**config.mk**
```make
export PLATFORM = sky130hd
export DESIGN_NAME = bz_worm_deserializer_flat
export DESIGN_NICKNAME = d
export VERILOG_FILES = /design/src/rtl/bz_router_pkg.sv /design/src/rtl/bz_channel.sv /design/src/rtl/bz_worm_deserializer_assembler.sv /design/src/rtl/bz_worm_deserializer.sv /design/src/flat_wrapper.sv
export SDC_FILE = /design/constraint.sdc
export NUM_CORES = 1
export LEC_CHECK = 0
export ABC_CLOCK_PERIOD_IN_PS = 3000
export BUFFER_PORTS_ARGS = -buffer_cell sky130_fd_sc_hd__buf_2
export CAP_MARGIN = 0
export CORE_ASPECT_RATIO = 1.4
export CORE_UTILIZATION = 45
export CTS_CLUSTER_DIAMETER = 40
export CTS_CLUSTER_SIZE = 20
export DETAILED_ROUTE_END_ITERATION = 10
export PLACE_DENSITY = 0.74
export SETUP_SLACK_MARGIN = 0.1
export SYNTH_ARGS = -nofsm -noshare
export SYNTH_HDL_FRONTEND = slang
export SYNTH_HIERARCHICAL = 1
export SYNTH_SLANG_ARGS = --single-unit
```
**constraint.sdc**
```tcl
create_clock -name clk -period 3 [get_ports clk]
set_input_delay 0.3 -clock clk [delete_from_list [all_inputs] [get_ports clk]]
set_output_delay 0.3 -clock clk [all_outputs]
set_load 0.01 [all_outputs]
```
**src/rtl/bz_router_pkg.sv**
```systemverilog
// Shared types and defaults for the BrainZ router egress deserializer.
// Contents: flit struct (default widths), FSM state enum, default width
// parameters and the elaboration-time bound check on NFlit*NFlitData.
package bz_router_pkg;

  localparam int unsigned DefNPCcode   = 8;
  localparam int unsigned DefNPCdata   = 24;
  localparam int unsigned DefNFlitData = 10;
  localparam int unsigned DefNFlit     = 3;
  localparam int unsigned DefWordW     = DefNPCcode + DefNPCdata;

  typedef struct packed {
    logic [DefNFlitData-1:0] payload;
    logic                    tail;
  } flit_t;

  typedef enum logic [0:0] {
    StHdr,
    StCollect
  } state_e;

  // True when NFlit data flits fit into one core word.
  function automatic bit nflit_ok(int unsigned nflit, int unsigned nfd, int unsigned ww);
    return (nflit >= 1) && (nflit * nfd <= ww);
  endfunction

endpackage

```
**src/rtl/bz_channel.sv**
```systemverilog
// Channel: valid/accept link carrying one core word.
//   d : word, v : valid (driven by source), a : accept (driven by sink).
interface Channel #(
  parameter int unsigned W = 32
) ();
  logic [W-1:0] d;
  logic         v;
  logic         a;

  modport src (output d, output v, input a);
  modport dst (input d, input v, output a);
endinterface

```
**src/rtl/bz_worm_deserializer_assembler.sv**
```systemverilog
// bz_flit_assembler: holds the flit index and the partial word.
//   clk, reset : clock, synchronous active-high reset
//   load_i     : store payload_i in the slot for the current index, advance index
//   clear_i    : drop the partial word, index back to 0 (wins over load_i)
//   payload_i  : payload of the FIFO head flit
//   word_o     : partial word with payload_i merged into the current slot
//   last_o     : current index is the final flit of a word
module bz_flit_assembler
  import bz_router_pkg::*;
#(
  parameter int unsigned NFlitData = DefNFlitData,
  parameter int unsigned NFlit     = DefNFlit,
  parameter int unsigned WordW     = DefWordW
) (
  input  logic                 clk,
  input  logic                 reset,
  input  logic                 load_i,
  input  logic                 clear_i,
  input  logic [NFlitData-1:0] payload_i,
  output logic [WordW-1:0]     word_o,
  output logic                 last_o
);

  localparam int unsigned IdxW = (NFlit > 1) ? $clog2(NFlit) : 1;
  localparam int unsigned AsmW = NFlit * NFlitData;

  logic [IdxW-1:0] idx_q, idx_d;
  logic [AsmW-1:0] asm_q, asm_d;
  logic [AsmW-1:0] slot;

  // First flit is most significant: index k sits (NFlit-1-k) slots up.
  always_comb begin
    slot   = AsmW'(payload_i) << (NFlitData * (NFlit - 1 - 32'(idx_q)));
    word_o = WordW'(asm_q | slot);
    last_o = (32'(idx_q) == NFlit - 1);
    asm_d  = asm_q;
    idx_d  = idx_q;
    if (clear_i) begin
      asm_d = '0;
      idx_d = '0;
    end else if (load_i) begin
      asm_d = asm_q | slot;
      idx_d = idx_q + IdxW'(1);
    end
  end

  always_ff @(posedge clk) begin
    if (reset) begin
      asm_q <= '0;
      idx_q <= '0;
    end else begin
      asm_q <= asm_d;
      idx_q <= idx_d;
    end
  end

endmodule

```
**src/rtl/bz_worm_deserializer.sv**
```systemverilog
// bz_worm_deserializer: pops flits from a show-ahead FIFO, strips the optional
// worm header, assembles NFlit flits per core word and presents each word on a
// registered Channel output, flagging worms that end mid-word.
//   clk, reset      : clock, synchronous active-high reset
//   PC_out_channel  : core output Channel (d, v driven; a sampled)
//   isempty         : FIFO empty flag
//   data_in         : FIFO head, [NFlitData:1] payload, [0] tail
//   rdreq           : pop FIFO head this cycle
//   proto_err       : one-cycle pulse on premature tail
// Build option BZ_DESER_STATS_EN adds word_count[31:0] and err_count[15:0].
module bz_worm_deserializer
  import bz_router_pkg::*;
#(
  parameter int unsigned NPCcode   = DefNPCcode,
  parameter int unsigned NPCdata   = DefNPCdata,
  parameter int unsigned NFlitData = DefNFlitData,
  parameter int unsigned NFlit     = DefNFlit,
  parameter bit          HasHeader = 1'b1
) (
  input  logic                 clk,
  input  logic                 reset,
  Channel.src                  PC_out_channel,
  input  logic                 isempty,
  input  logic [NFlitData:0]   data_in,
  output logic                 rdreq,
  output logic                 proto_err
`ifdef BZ_DESER_STATS_EN
  ,
  output logic [31:0]          word_count,
  output logic [15:0]          err_count
`endif
);

  localparam int unsigned WordW = NPCcode + NPCdata;
  localparam state_e InitSt = HasHeader ? StHdr : StCollect;

  if (!nflit_ok(NFlit, NFlitData, WordW)) begin : g_bad_cfg
    $error("bz_worm_deserializer: NFlit*NFlitData must fit the core word and NFlit >= 1");
  end

  state_e             state_q;
  logic               out_v_q;
  logic [WordW-1:0]   out_d_q;
  logic               err_q;

  logic [NFlitData-1:0] payload;
  logic                 tail;
  logic                 last;
  logic [WordW-1:0]     word;
  logic                 xfer;
  logic                 asm_load;
  logic                 asm_clear;

  assign payload = data_in[NFlitData:1];
  assign tail    = data_in[0];
  assign xfer    = out_v_q && PC_out_channel.a;

  // The final flit waits in the FIFO until the output register can take it.
  always_comb begin
    rdreq = 1'b0;
    if (!reset && !isempty) begin
      if (state_q == StHdr || !last) begin
        rdreq = 1'b1;
      end else begin
        rdreq = !out_v_q || xfer;
      end
    end
  end

  assign asm_load  = rdreq && (state_q == StCollect) && !last && !tail;
  assign asm_clear = rdreq && (state_q == StCollect) && (last || tail);

  bz_flit_assembler #(
    .NFlitData (NFlitData),
    .NFlit     (NFlit),
    .WordW     (WordW)
  ) u_assembler (
    .clk       (clk),
    .reset     (reset),
    .load_i    (asm_load),
    .clear_i   (asm_clear),
    .payload_i (payload),
    .word_o    (word),
    .last_o    (last)
  );

  always_ff @(posedge clk) begin
    if (reset) begin
      state_q <= InitSt;
      out_v_q <= 1'b0;
      out_d_q <= '0;
      err_q   <= 1'b0;
    end else begin
      err_q <= 1'b0;
      if (xfer) begin
        out_v_q <= 1'b0;
      end
      if (rdreq) begin
        unique case (state_q)
          StHdr: begin
            // A header with tail set is an empty worm: stay for the next header.
            if (!tail) begin
              state_q <= StCollect;
            end
          end
          StCollect: begin
            if (last) begin
              // Reload wins over the clear from a same-cycle transfer.
              out_v_q <= 1'b1;
              out_d_q <= word;
              if (tail) begin
                state_q <= InitSt;
              end
            end else if (tail) begin
              err_q   <= 1'b1;
              state_q <= InitSt;
            end
          end
          default: state_q <= InitSt;
        endcase
      end
    end
  end

  assign PC_out_channel.v = out_v_q;
  assign PC_out_channel.d = out_d_q;
  assign proto_err        = err_q;

`ifdef BZ_DESER_STATS_EN
  logic [31:0] word_cnt_q;
  logic [15:0] err_cnt_q;

  always_ff @(posedge clk) begin
    if (reset) begin
      word_cnt_q <= '0;
      err_cnt_q  <= '0;
    end else begin
      if (xfer) begin
        word_cnt_q <= word_cnt_q + 32'd1;
      end
      if (err_q && (err_cnt_q != 16'hFFFF)) begin
        err_cnt_q <= err_cnt_q + 16'd1;
      end
    end
  end

  assign word_count = word_cnt_q;
  assign err_count  = err_cnt_q;
`endif

endmodule

```
**src/flat_wrapper.sv**
```systemverilog
// flat-port wrapper written by rule: the top's interface ports become plain ports
module bz_worm_deserializer_flat import bz_router_pkg::*;
#(
  parameter int unsigned NPCcode   = DefNPCcode,
  parameter int unsigned NPCdata   = DefNPCdata,
  parameter int unsigned NFlitData = DefNFlitData,
  parameter int unsigned NFlit     = DefNFlit,
  parameter bit          HasHeader = 1'b1
)
  (clk, reset, isempty, data_in, rdreq, proto_err, PC_out_channel_d, PC_out_channel_v, PC_out_channel_a);
  Channel #(.W((32))) PC_out_channel_i ();
  input  logic clk;
  input  logic reset;
  input  logic isempty;
  input  logic [NFlitData:0] data_in;
  output logic rdreq;
  output logic proto_err;
  output wire logic [$bits(PC_out_channel_i.d)-1:0] PC_out_channel_d;
  output wire logic [$bits(PC_out_channel_i.v)-1:0] PC_out_channel_v;
  input wire logic [$bits(PC_out_channel_i.a)-1:0] PC_out_channel_a;
  assign PC_out_channel_d = PC_out_channel_i.d;
  assign PC_out_channel_v = PC_out_channel_i.v;
  assign PC_out_channel_i.a = PC_out_channel_a;
  bz_worm_deserializer #(.NPCcode(NPCcode), .NPCdata(NPCdata), .NFlitData(NFlitData), .NFlit(NFlit), .HasHeader(HasHeader)) u_core (.clk(clk), .reset(reset), .PC_out_channel(PC_out_channel_i), .isempty(isempty), .data_in(data_in), .rdreq(rdreq), .proto_err(proto_err));
endmodule
```
== Word level (Yosys, flattened, before mapping) ==
Cells that the tools add are included.

* $add $sub $neg: 2
* Multiply operators: 1
* Eq/ne operators: 1
* Shift-type cells: 1
* Mux-type cells: 8
* Bitwise operators: 4
* Reduce and logical (&&, ||, !) cells: 17

{| class="wikitable"
|+ Operators by type and width
! operator !! number
|-
| 30-bit OR || 2
|-
| 3-bit by 32-bit multiplier with 31-bit output, first input constant || 1
|-
| 10-bit by 32-bit << shifter with 30-bit output || 1
|-
| 1-bit two-way mux || 8
|-
| 1-bit logical AND || 6
|-
| 1-bit logical NOT || 5
|-
| 4-bit OR reduction || 1
|-
| 1-bit logical OR || 3
|-
| 3-bit AND reduction || 1
|-
| 2-bit by 2-bit subtractor with 3-bit output, first input constant || 1
|-
| 2-bit by 1-bit adder with 2-bit output, second input constant || 1
|-
| 2-bit equality test, second input constant || 1
|-
| 1-bit inverter || 2
|-
| 2-bit OR reduction || 1
|}

* Flip-flop bits (word level): 67
* Input bits: 15
* Output and inout port bits: 35
* Word-level logic and storage cells: 40

== Logic depth before layout (Yosys ltp) ==
* Depth in word-level cells: 8
* Gate-level depth with buffers: 10
* Mapped depth without buffers: 7

== By module ==
The synthesis kept the hierarchy.

{| class="wikitable"
|+ Modules (own cells, without submodules)
! module !! times used !! cells an instance !! area an instance (um^2) !! sequential area each (um^2)
|-
| bz_flit_assembler || 1 || 203 || 1720.4 || 640.6
|-
| bz_worm_deserializer || 1 || 119 || 1531.5 || 700.7
|}

== Worst setup path before layout ==
OpenSTA, ideal clock, no wires.

* Kind: register to register
* Start: register u_core.u_assembler.idx_q[0]
* End: register u_core.u_assembler.asm_q[16]
* Setup time: 70 ps
* Arrival: 2328 ps
* Data required time: 2930 ps
* Slack: 602 ps
* Cell stages (with the launch flop): 9
* Buffers on the path: 1
* Period minus slack after synthesis: 2398 ps
* Cells stage by stage: dfxtp_1 > buf_2 > inv_1 > ha_1 > nor3b_1 > nand2b_2 > nor3b_4 > or3b_1 > a21oi_1

* Word-level cells in the longest chain between the ends: 8
* Elaborated cells between the ends (all ways): 15
* Those cells by class: add/sub: 1; mul: 1; eq/ne: 1; shift: 1; mux: 2; bitwise: 1; reduce/logical: 8

{| class="wikitable"
|+ Ends and longest elaborated chain
! what !! line !! source
|-
| start: declaration || bz_worm_deserializer_assembler.sv:27 || <nowiki>logic [IdxW-1:0] idx_q, idx_d;</nowiki>
|-
| start signal: assignment || bz_worm_deserializer_assembler.sv:53 || <nowiki>idx_q <= idx_d;</nowiki>
|-
| 2-bit equality test (*) || bz_worm_deserializer_assembler.sv:35 || <nowiki>last_o = (32'(idx_q) == NFlit - 1);</nowiki>
|-
| via u_core.last || bz_worm_deserializer.sv:48 || <nowiki>logic last;</nowiki>
|-
| 1-bit logical NOT (*) || bz_worm_deserializer.sv:62, bz_worm_deserializer.sv:70 ||
|-
| 1-bit logical OR || bz_worm_deserializer.sv:62 || <nowiki>if (state_q == StHdr || !last) begin</nowiki>
|-
| 1-bit two-way mux || bz_worm_deserializer.sv:62 ||
|-
| 1-bit two-way mux || bz_worm_deserializer.sv:61 || <nowiki>if (!reset && !isempty) begin</nowiki>
|-
| 1-bit logical AND || bz_worm_deserializer.sv:70 || <nowiki>assign asm_load = rdreq && (state_q == StCollect) && !last && !tail;</nowiki>
|-
| 1-bit logical AND (*) (2 in series) || bz_worm_deserializer.sv:70 ||
|-
| via u_core.asm_load || bz_worm_deserializer.sv:51 || <nowiki>logic asm_load;</nowiki>
|-
| end signal: assignment || bz_worm_deserializer_assembler.sv:52 || <nowiki>asm_q <= asm_d;</nowiki>
|-
| end: declaration || bz_worm_deserializer_assembler.sv:28 || <nowiki>logic [AsmW-1:0] asm_q, asm_d;</nowiki>
|}

Mark *: on every way through the listed nets, which the timed path passes. The rest lies on a longest branch.
A chain may end at the register's enable or synchronous reset.

== Worst setup path in the final report ==
* Start: register u_core.u_assembler.idx_q[0]
* End: register u_core.u_assembler.asm_q[27]

* Word-level cells in the longest chain between the ends: 8
* Elaborated cells between the ends (all ways): 15
* Those cells by class: add/sub: 1; mul: 1; eq/ne: 1; shift: 1; mux: 2; bitwise: 1; reduce/logical: 8

{| class="wikitable"
|+ Ends and longest elaborated chain
! what !! line !! source
|-
| 2-bit equality test (*) || bz_worm_deserializer_assembler.sv:35 ||
|-
| via u_core.last || bz_worm_deserializer.sv:48 ||
|-
| 1-bit logical NOT || bz_worm_deserializer.sv:62 ||
|-
| 1-bit logical OR || bz_worm_deserializer.sv:62 ||
|-
| 1-bit two-way mux || bz_worm_deserializer.sv:62 ||
|-
| 1-bit two-way mux || bz_worm_deserializer.sv:61 ||
|-
| 1-bit logical AND || bz_worm_deserializer.sv:71 || <nowiki>assign asm_clear = rdreq && (state_q == StCollect) && (last || tail);</nowiki>
|-
| 1-bit logical AND (*) || bz_worm_deserializer.sv:71 ||
|-
| via u_core.asm_clear || bz_worm_deserializer.sv:52 || <nowiki>logic asm_clear;</nowiki>
|-
| 2-bit OR reduction (no source line) (*) || n/a ||
|}

Marked as above.

==> results.py <==
metrics = {
    "worst_setup_path": {
        "r2r_setup_slack_ps": 410,
        "crit_required_ps": 3280,
        "reg2regPathDepth": 7,
        "rr_startpoint": "u_core/u_assembler/idx_q[0]",
        "cp.arrival_ps": 2870,
        "r2r_end": "u_core/u_assembler/asm_q[27]",
        "critical_path_class": "reg -> reg",
        "endpoint_kind": "flip-flop",
        "crit_fanout": 14,
        "startpoint_type": "flip-flop",
    },
    "synthesis": {
        "syn_area_per_cell_um2": 10.10,
        "seq_area_frac_synth_pct": 41.25,
        "netlist_instances": 322,
        "synthArstFlopShare_pct": 0,
        "synth_top_flop_cell": "dfxtp_1",
        "synth-seq-cells": 67,
        "ys_types": 43,
        "synth_edf_count": 0,
        "syn_area_um2": 3252,
        "yosys_warnings": 6,
    },
    "cells_and_area": {
        "nNetsFinal": 389,
        "diodes": 0,
        "multi_input_area_um2": 1777,
        "regArea_um2": 1341,
        "nFillCells": 637,
        "area_delta_synth_final_pct": 15.24,
        "final_area_um2": 3747,
        "layout-drive-gt1-share_pct": 30.21,
    },
    "clocking": {
        "cts_resized": 0,
        "cts_buffers": 9,
        "cts_hold_buffers": 0,
        "cts-htree-levels": 3,
        "cts_tree": "yes",
        "cts-root-buf": "clkbuf_8",
        "postCtsSetupBuffers": 0,
        "cts.sinks": 67,
        "path_clk_slew_ps": 70,
        "clock_latency_ps": 340,
        "clk_path_buf_depth": 2,
    },
    "floorplan": {
        "die_h_um": 102.6,
        "row_count": 36,
        "core_area_um2": 6982,
        "io_pins": 50,
        "initial_core_util_pct": 46.58,
        "die_x_um": 73.85,
        "dieArea_um2": 7575,
    },
    "sta": {
        "max_freq_mhz": 385.7,
        "post-route-min-period_ps": 2592,
        "fin_worst_skew_ps": 9.029,
        "finalHoldViolCount": 0,
        "max_slew.worst_pin.slew_ps": 821.1,
        "slew_viol_final": 0,
        "setup_viol": 0,
        "fin_setup_tns_ps": 0,
        "hold_ws_ps": 263.5,
        "max-slew-margin-rel_pct": 44.84,
        "period_share_pct": 86.41,
        "rsz0062_at_grt": "no",
    },
    "outcome": {
        "run_status": "completed",
    },
    "routing": {
        "wl_um": 7344,
        "drtAntennaViolNets": 0,
        "viasPerCell": 5.296,
        "num_vias": 2484,
        "routedWlPerCell_um": 15.66,
        "dr.pass1.iters": 5,
        "drtIter0Drc": 125,
        "drc": 0,
    },
    "power_and_ir_drop": {
        "switching_power_mw": 0.3859,
        "clkPwrFrac_pct": 42.9,
        "p_leak_nw": 1.813,
        "vdd_ir_drop_max_mv": 0.3006,
        "p_sw_share_pct": 22.22,
        "p_seq_share_pct": 51.4,
        "internal-power_mw": 1.350,
        "p_per_area_nw_per_um2": 463.4,
        "pwr-share-comb_pct": 5.7,
    },
    "hold_path": {
        "hold_path_depth": 3,
        "hold_class": "in -> reg",
        "min_from": "data_in[10]",
        "hold_end": "u_core/u_assembler/asm_q[19]",
    },
    "grt": {
        "grt.overflow.total": 0,
        "antenna_found_initial": 0,
        "grt_pass1_vias": 2321,
        "use_met2_pct": 33.94,
        "grt_pass1_wl_um": 11630,
        "grt_util_met3_pct": 4.008,
        "grt_use_met1_pct": 26.49,
        "track_usage_pct": 20.79,
        "grt_start_max_net_pins": 38,
        "busiest_layer": "met2",
    },
    "placed_design": {
        "io_buffers": 49,
        "dpl-instance-area_um2": 3553,
        "place.gp.congestion": 0.9376,
        "detailed_place_hpwl_um": 5140,
    },
    "job": {
        "cap_violations": 0,
    },
}
## final cells by class
cell class | count | share of cell area (%)
Clock inverter | 2 | 0.9349
Timing Repair Buffer | 55 | 7.746
Sequential cell | 67 | 35.79
Multi-Input combinational cell | 230 | 47.41
Tap cell | 95 | 3.172
Inverter | 7 | 0.7012
Clock buffer | 13 | 4.240
## cell usage in the layout (no fill, tap or decap), drive strengths merged, types with 7 or more instances in the layout
| master | instances |
|---|---|
| nor3 | 8 |
| buf | 55 |
| a21o | 18 |
| a21oi | 18 |
| a22o | 12 |
| dfxtp | 67 |
| clkbuf | 13 |
| nor2b | 30 |
| inv | 7 |
| nor2 | 35 |
| mux2 | 34 |
| mux2i | 8 |
## per-layer routing
metal / wire length (µm) / part of all wire (%)
met5: 0 / 0
met4: 87 / 1.2
met3: 345 / 4.7
met2: 3511 / 48
met1: 3400 / 46
## worst max-delay path: stages (launching register included)
cell and delay [ps]:
dfxtp_1 500, inv_1 160, ha_1 340, o21ai_0 200, a21oi_1 80, or2_1 440, nor3_1 580, a22o_1 220
## per-stage QoR
stage                     std cells  utilization [%]  setup slack (ps)  total power [mW]
final                           469            53.67             407.6             1.736
after global placement          454            50.90             577.5             1.012
after detailed placement        454            50.90             430.1             1.011
after global routing            469            53.67             314.1             1.803
after floorplan                 323                -             602.1            0.9745
after CTS                       469            53.67             424.5             1.756
## cell families (layout without fill, tap and decap cells)
logic type	Yosys count	count (layout)	synth area share [%]
AOI/OAI and AO/OA	76	76	16.35
other	1	2	0.1153
buffers and inverters	26	77	4.232
adders and majority gates	4	4	1.539
DFF	67	67	41.25
and+or+nand+nor	105	105	18.66
xor gates and xnor gates	1	1	0.2694
muxes	42	42	17.58
## synth_stat cells, types with 4 or more instances
master | number | share of area (%)
a31oi_1 | 4 | 0.77
dfxtp_1 | 67 | 41
ha_1 | 4 | 1.5
o31ai_1 | 4 | 0.92
clkbuf_1 | 9 | 1.0
nor3_1 | 8 | 1.2
buf_4 | 4 | 0.92
a31o_2 | 4 | 1.1
inv_1 | 7 | 0.81
nor2_1 | 35 | 4.0
a22o_1 | 12 | 3.2
and2b_1 | 6 | 1.4
mux2_4 | 29 | 13
a21oi_1 | 18 | 2.8
nand2_1 | 6 | 0.69
o21ai_0 | 4 | 0.62
nor2b_1 | 30 | 5.8
mux2_2 | 5 | 1.7
a21o_1 | 18 | 4.2
a211oi_1 | 5 | 1.2
mux2i_1 | 8 | 2.5
## worst max-delay path by stage
stage                     slack (ps)                      endpoint  cells past startpoint                   startpoint
after floorplan                  600  u_core/u_assembler/asm_q[16]                      8  u_core/u_assembler/idx_q[0]
after global placement           580  u_core/u_assembler/asm_q[27]                      7  u_core/u_assembler/idx_q[0]
after detailed placement         430  u_core/u_assembler/asm_q[27]                      7  u_core/u_assembler/idx_q[0]
after CTS                        420  u_core/u_assembler/asm_q[27]                      7  u_core/u_assembler/idx_q[0]
after global routing             310    u_core/PC_out_channel.d[0]                      6  u_core/u_assembler/idx_q[0]
final                            410  u_core/u_assembler/asm_q[27]                      7  u_core/u_assembler/idx_q[0]
## power by group through the flow
| stage | logic, mW | registers, mW | clock network (mW) |
|---|---|---|---|
| 2_1_floorplan | 0.0618 | 0.913 | 0 |
| 3_3_place_gp | 0.0985 | 0.913 | 0 |
| 3_5_place_dp | 0.0979 | 0.913 | 0 |
| 4_1_cts | 0.0985 | 0.893 | 0.765 |
| 5_1_grt | 0.108 | 0.893 | 0.802 |
| 6_report | 0.0993 | 0.893 | 0.744 |
## flip-flops by register name, summed over array words and instances (netlist names)
register and cells:
u_core/proto_err 1, u_core/state_q 1, u_core/u_assembler/asm_q 30, u_core/PC_out_channel.v 1
u_core/u_assembler/idx_q 2, u_core/PC_out_channel.d 32
(Power assumes the default switching activity.)
